--- src/rtl/wb_pkg.sv ---
// Shared types for the writeback arbiter.
//   reg_idx_t        : architectural register index (x0..x31)
//   word_t           : 32-bit data word
//   wb_entry_t       : buffered long-latency result {rd, data}
//   WB_DEPTH_DEFAULT : default long-latency result FIFO depth
package wb_pkg;

    typedef logic [4:0]  reg_idx_t;
    typedef logic [31:0] word_t;

    typedef struct packed {
        reg_idx_t rd;
        word_t    data;
    } wb_entry_t;

    localparam int unsigned WB_DEPTH_DEFAULT = 2;

endpackage

--- src/rtl/wb_fifo.sv ---
// Synchronous FIFO of wb_entry_t holding long-latency results until a
// register-file write slot is free.
// Ports:
//   clk, rst          : clock, asynchronous active-high reset (flushes contents)
//   push, push_entry  : enqueue an entry (ignored when full)
//   pop               : dequeue the head (ignored when empty)
//   head              : current head entry (valid when !empty)
//   full, empty       : occupancy flags
//   count             : number of entries held, $clog2(DEPTH)+1 bits
module wb_fifo
    import wb_pkg::*;
#(
    parameter int unsigned DEPTH = WB_DEPTH_DEFAULT,
    localparam int unsigned PtrW = $clog2(DEPTH),
    localparam int unsigned CntW = PtrW + 1
) (
    input  logic            clk,
    input  logic            rst,
    input  logic            push,
    input  wb_entry_t       push_entry,
    input  logic            pop,
    output wb_entry_t       head,
    output logic            full,
    output logic            empty,
    output logic [CntW-1:0] count
);

    wb_entry_t       mem [DEPTH];
    logic [PtrW-1:0] wr_ptr_q, rd_ptr_q;
    logic [CntW-1:0] count_q;
    logic            push_ok, pop_ok;

    assign full    = (count_q == CntW'(DEPTH));
    assign empty   = (count_q == '0);
    assign count   = count_q;
    assign head    = mem[rd_ptr_q];
    assign push_ok = push & ~full;
    assign pop_ok  = pop & ~empty;

    // Contents need no reset; the pointers and count define validity.
    always_ff @(posedge clk) begin
        if (push_ok) begin
            mem[wr_ptr_q] <= push_entry;
        end
    end

    // Pointers wrap naturally because DEPTH is a power of two.
    always_ff @(posedge clk or posedge rst) begin
        if (rst) begin
            wr_ptr_q <= '0;
            rd_ptr_q <= '0;
            count_q  <= '0;
        end else begin
            if (push_ok) wr_ptr_q <= wr_ptr_q + PtrW'(1);
            if (pop_ok)  rd_ptr_q <= rd_ptr_q + PtrW'(1);
            count_q <= count_q + CntW'(push_ok) - CntW'(pop_ok);
        end
    end

endmodule

--- src/rtl/regfile_writeback.sv ---
// Writeback arbiter for the register file's single write port. The ALU
// pipeline (no stall) has priority; long-latency results are buffered in a
// FIFO and written when the ALU leaves the slot free. An optional per-register
// busy scoreboard produces the decode hazard stall.
// Build option: define WB_SCOREBOARD_EN to include the scoreboard; otherwise
// hazard_stall is tied low and issue_*/chk_* are ignored.
// Ports:
//   clk, rst                          : clock, asynchronous active-high reset
//   alu_wb_valid/reg/data             : ALU result this cycle
//   lu_valid/reg/data, lu_ready       : long-latency result handshake
//   issue_valid, issue_reg            : long-latency op issued from decode
//   chk_reg1, chk_reg2, chk_dst       : decode registers to check
//   hazard_stall                      : a checked register is busy
//   write_reg, dst_reg, dst_data      : registered register-file write port
module regfile_writeback
    import wb_pkg::*;
#(
    parameter int unsigned DEPTH = WB_DEPTH_DEFAULT
) (
    input  logic     clk,
    input  logic     rst,
    input  logic     alu_wb_valid,
    input  reg_idx_t alu_wb_reg,
    input  word_t    alu_wb_data,
    input  logic     lu_valid,
    input  reg_idx_t lu_reg,
    input  word_t    lu_data,
    output logic     lu_ready,
    input  logic     issue_valid,
    input  reg_idx_t issue_reg,
    input  reg_idx_t chk_reg1,
    input  reg_idx_t chk_reg2,
    input  reg_idx_t chk_dst,
    output logic     hazard_stall,
    output logic     write_reg,
    output reg_idx_t dst_reg,
    output word_t    dst_data
);

    localparam int unsigned CntW = $clog2(DEPTH) + 1;

    logic            rdy_q;
    logic            alu_claim, fifo_pop, lu_push;
    logic            fifo_full, fifo_empty;
    logic [CntW-1:0] fifo_count;
    wb_entry_t       fifo_head, lu_entry;
    logic            write_d;
    reg_idx_t        dst_reg_d;
    word_t           dst_data_d;

    // Holds lu_ready low through reset and releases it one cycle after.
    always_ff @(posedge clk or posedge rst) begin
        if (rst) rdy_q <= 1'b0;
        else     rdy_q <= 1'b1;
    end

    // Registered count only, so a pop never makes room for a same-cycle push.
    assign lu_ready  = rdy_q & (fifo_count < CntW'(DEPTH));
    assign alu_claim = alu_wb_valid & (alu_wb_reg != '0);
    assign fifo_pop  = ~alu_claim & ~fifo_empty;
    // Results to x0 are acknowledged but dropped.
    assign lu_push   = lu_valid & lu_ready & (lu_reg != '0);
    assign lu_entry  = '{rd: lu_reg, data: lu_data};

    wb_fifo #(
        .DEPTH (DEPTH)
    ) u_fifo (
        .clk        (clk),
        .rst        (rst),
        .push       (lu_push),
        .push_entry (lu_entry),
        .pop        (fifo_pop),
        .head       (fifo_head),
        .full       (fifo_full),
        .empty      (fifo_empty),
        .count      (fifo_count)
    );

    always_comb begin
        write_d    = 1'b0;
        dst_reg_d  = '0;
        dst_data_d = '0;
        if (alu_claim) begin
            write_d    = 1'b1;
            dst_reg_d  = alu_wb_reg;
            dst_data_d = alu_wb_data;
        end else if (fifo_pop) begin
            write_d    = 1'b1;
            dst_reg_d  = fifo_head.rd;
            dst_data_d = fifo_head.data;
        end
    end

    always_ff @(posedge clk or posedge rst) begin
        if (rst) begin
            write_reg <= 1'b0;
            dst_reg   <= '0;
            dst_data  <= '0;
        end else begin
            write_reg <= write_d;
            dst_reg   <= dst_reg_d;
            dst_data  <= dst_data_d;
        end
    end

`ifdef WB_SCOREBOARD_EN
    logic [31:0] busy_q, busy_d;

    // Set after clear so an issue to a register being written keeps it busy.
    always_comb begin
        busy_d = busy_q;
        if (fifo_pop) begin
            busy_d[fifo_head.rd] = 1'b0;
        end
        if (issue_valid && (issue_reg != '0)) begin
            busy_d[issue_reg] = 1'b1;
        end
        busy_d[0] = 1'b0;
    end

    always_ff @(posedge clk or posedge rst) begin
        if (rst) busy_q <= '0;
        else     busy_q <= busy_d;
    end

    assign hazard_stall = busy_q[chk_reg1] | busy_q[chk_reg2] | busy_q[chk_dst];

    logic unused_sb;
    assign unused_sb = fifo_full;
`else
    assign hazard_stall = 1'b0;

    logic unused_sb;
    assign unused_sb = ^{fifo_full, issue_valid, issue_reg, chk_reg1, chk_reg2, chk_dst};
`endif

endmodule

--- config.mk ---
export PLATFORM = sky130hd
export DESIGN_NAME = regfile_writeback
export DESIGN_NICKNAME = d
export VERILOG_FILES = /design/src/rtl/wb_pkg.sv /design/src/rtl/wb_fifo.sv /design/src/rtl/regfile_writeback.sv
export SDC_FILE = /design/constraint.sdc
export NUM_CORES = 1
export LEC_CHECK = 0
export ABC_AREA = 1
export CAP_MARGIN = 5
export CORE_UTILIZATION = 52
export CTS_BUF_LIST = sky130_fd_sc_hd__clkbuf_8
export DETAILED_ROUTE_END_ITERATION = 10
export PLACE_DENSITY = 0.88
export SYNTH_ARGS = -nofsm -noshare
export SYNTH_HDL_FRONTEND = slang
export SYNTH_SLANG_ARGS = --single-unit
--- constraint.sdc ---
create_clock -name clk -period 5.92 [get_ports clk]
set_clock_uncertainty 0.15 [all_clocks]
set_input_delay 0.888 -clock clk [delete_from_list [all_inputs] [get_ports clk]]
set_output_delay 0.888 -clock clk [all_outputs]
set_load 0.02 [all_outputs]
==> out/results.ini <==
[sta]
drv_slew = 0
finalHoldViolations = 0
fin_crit_ns = 2.71
setup_viol = 0
max_freq_mhz = 369
finalSetupTns_ns = 0
maxSlewHeadroom_pct = 27.4
worstMarginPinSlew_ns = 1.09
period_share_pct = 45.7
grt_setup_unrepaired = no

[logic_synthesis]
yosysTopAreaCell = edfxtp_1
netlist_area_mm2 = 0.00454
synth_area_leaders = edfxtp_1, dfrtp_1, nand2_1, nand3_1, buf_6
ys_ff_latch = 117
seq_area_frac_synth_pct = 72.6
synthCells = 397
syn_avg_cell_area_um2 = 11.4
synth_top_area_share_pct = 48.9
syn_nets = 498
ys_warn_count = 0
ys_types = 18

[layout]
nets = 616
area.sequential_mm2 = 0.00330
largest_register_ffs = 74
stdcell_count = 633
layout_commonest_cell = nand2_1
antenna_cells = 0
area_growth_pct = 33.4
drive_above_1_share_pct = 7.77
fillerInstances = 564
mostFrequentLayoutCells = nand2_1, clkdlybuf4s50_1, edfxtp_1
multiInputGateArea_mm2 = 0.00103

[critical_path]
cp.required_ns = 6.11
worstPathArrival_ns = 2.90
critPathCaptureType = register
start_kind = input port
criticalPathCategory = input port to register
path_max_fanout = 41

[power_and_ir_drop]
vdd_ir_drop_max_mv = 0.185
powerDensity_mw_per_mm2 = 400
p_leak_uw = 0.00261

[floorplanning]
die-width_um = 95.5
core.rowCount = 33
fp.dieArea_mm2 = 0.00911
core_area_mm2 = 0.00834
num_io_pins = 139
die_h_um = 95.5
start_util_pct = 54.5

[outcome]
status = finished clean

[routing]
vias_per_cell = 4.84
wirelength_um = 9150
vias = 3064
drc_errors = 0
initialDrtViolationCount = 168
first_pass_iters = 4
post_drt_wl_per_cell_um = 14.5
ant_nets = 0

[place]
place_inst = 601
gp_congestion = 0.717
hpwl_um = 5610
portBuffers = 116

[job]
max_cap_viol_count = 0

[clocking]
cts.path.max_buffers = 2
clk_pin_slew_ns = 0.07
postCtsResizedCells = 0
cts_sinks = 117
worstSkewPairLatency_ns = 0.41
cts_setup_buffers = 0
cts_buffers = 17
cts_root_buf = clkbuf_8
cts_hold_buf = 0
tritoncts = done
cts.htree.levels = 4

[hold_path]
hold_class = register to register

[grt]
grt_pass1_wl_um = 14500
grt-ovfl-total = 0
track_usage_pct = 21.9
grt_pass1_vias = 3062
antenna_found_initial = 0
grt_max_degree = 44

==> cells by family after synthesis <==
family                   synth area share [%]
AND/OR/NAND/NOR                          21.5
flip-flops                               72.6
buffers and inverters                    4.82
XOR/XNOR                                0.386
adder cells (fa/ha/maj)                 0.551
other                                   0.165
==> layout make-up <==
type	count	area share, %
tap	105	2.17
clock inverter	15	2.21
timing repair buffer	119	19.5
clock buffer	17	3.86
multi-input combinational	248	17.1
inverter	12	0.743
sequential	117	54.4
==> path summary, 6_finish.rpt <==
check                           depth (start not counted)                end  slack, ns             from
max in group asynchronous                               2       dst_data[12]       4.21              rst
worst max-delay path                                   11    u_fifo.count[1]       3.21    alu_wb_reg[1]
worst max register to register                          4  u_fifo.mem[1][19]       3.73  u_fifo.count[1]
worst min-delay path                                    2    u_fifo.wr_ptr_q       0.34  u_fifo.wr_ptr_q
min in group asynchronous                               2       dst_data[21]       0.83              rst
worst min register to register                          2    u_fifo.wr_ptr_q       0.34  u_fifo.wr_ptr_q
==> where the power goes <==
| group | leakage (uW) | total, uW | switching [uW] | internal (uW) |
|---|---|---|---|---|
| combinational | 0.00124 | 718 | 437 | 281 |
| sequential | 0.00120 | 1040 | 34.4 | 1010 |
| clock | 0.000170 | 663 | 331 | 332 |
==> metal layers <==
metal	part of all wire (%)	up-vias	wire length, um	GRT usage (%)
met5	0	-	0	0
met2	55	81	5030	39.8
met1	40	1447	3670	25.0
met3	4.2	8	383	5.66
met4	0.72	0	66	7.59
li1	-	1528	-	-
==> worst max-delay path, stage by stage <==
cell,delay [ns]
clkdlybuf4s50_1,0.44
nor2_1,0.16
nand3_2,0.12
nand2_4,0.35
nand2_1,0.14
inv_1,0.08
ha_1,0.22
inv_1,0.06
ha_1,0.15
xnor2_1,0.13
xor2_1,0.15
==> cells in the mapped netlist, drive strengths merged <==
| master | instances |
|---|---|
| nand2 | 194 |
| xor2 | 1 |
| nor3 | 1 |
| buf | 20 |
| conb | 2 |
| edfxtp | 74 |
| inv | 12 |
| and3 | 1 |
| nor2 | 5 |
| ha | 2 |
| dfrtp | 43 |
| xnor2 | 1 |
| nand3 | 41 |
==> stage by stage <==
step | cell area [um2] | hold slack, ns | worst slack, ns | utilization [%] | power (uW)
floorplan | 4540 | 0.292 | 2.64 | - | 1520
global placement | 5690 | 0.304 | 2.88 | 68.2 | 1750
detailed placement | 5690 | 0.326 | 2.76 | 68.2 | 1780
CTS | 6060 | 0.344 | 3.21 | 72.7 | 2450
global route | 6060 | 0.370 | 3.12 | 72.7 | 2560
finish | 6060 | 0.339 | 3.21 | 72.7 | 2420
Note: power is estimated with default switching activity, not from simulation.
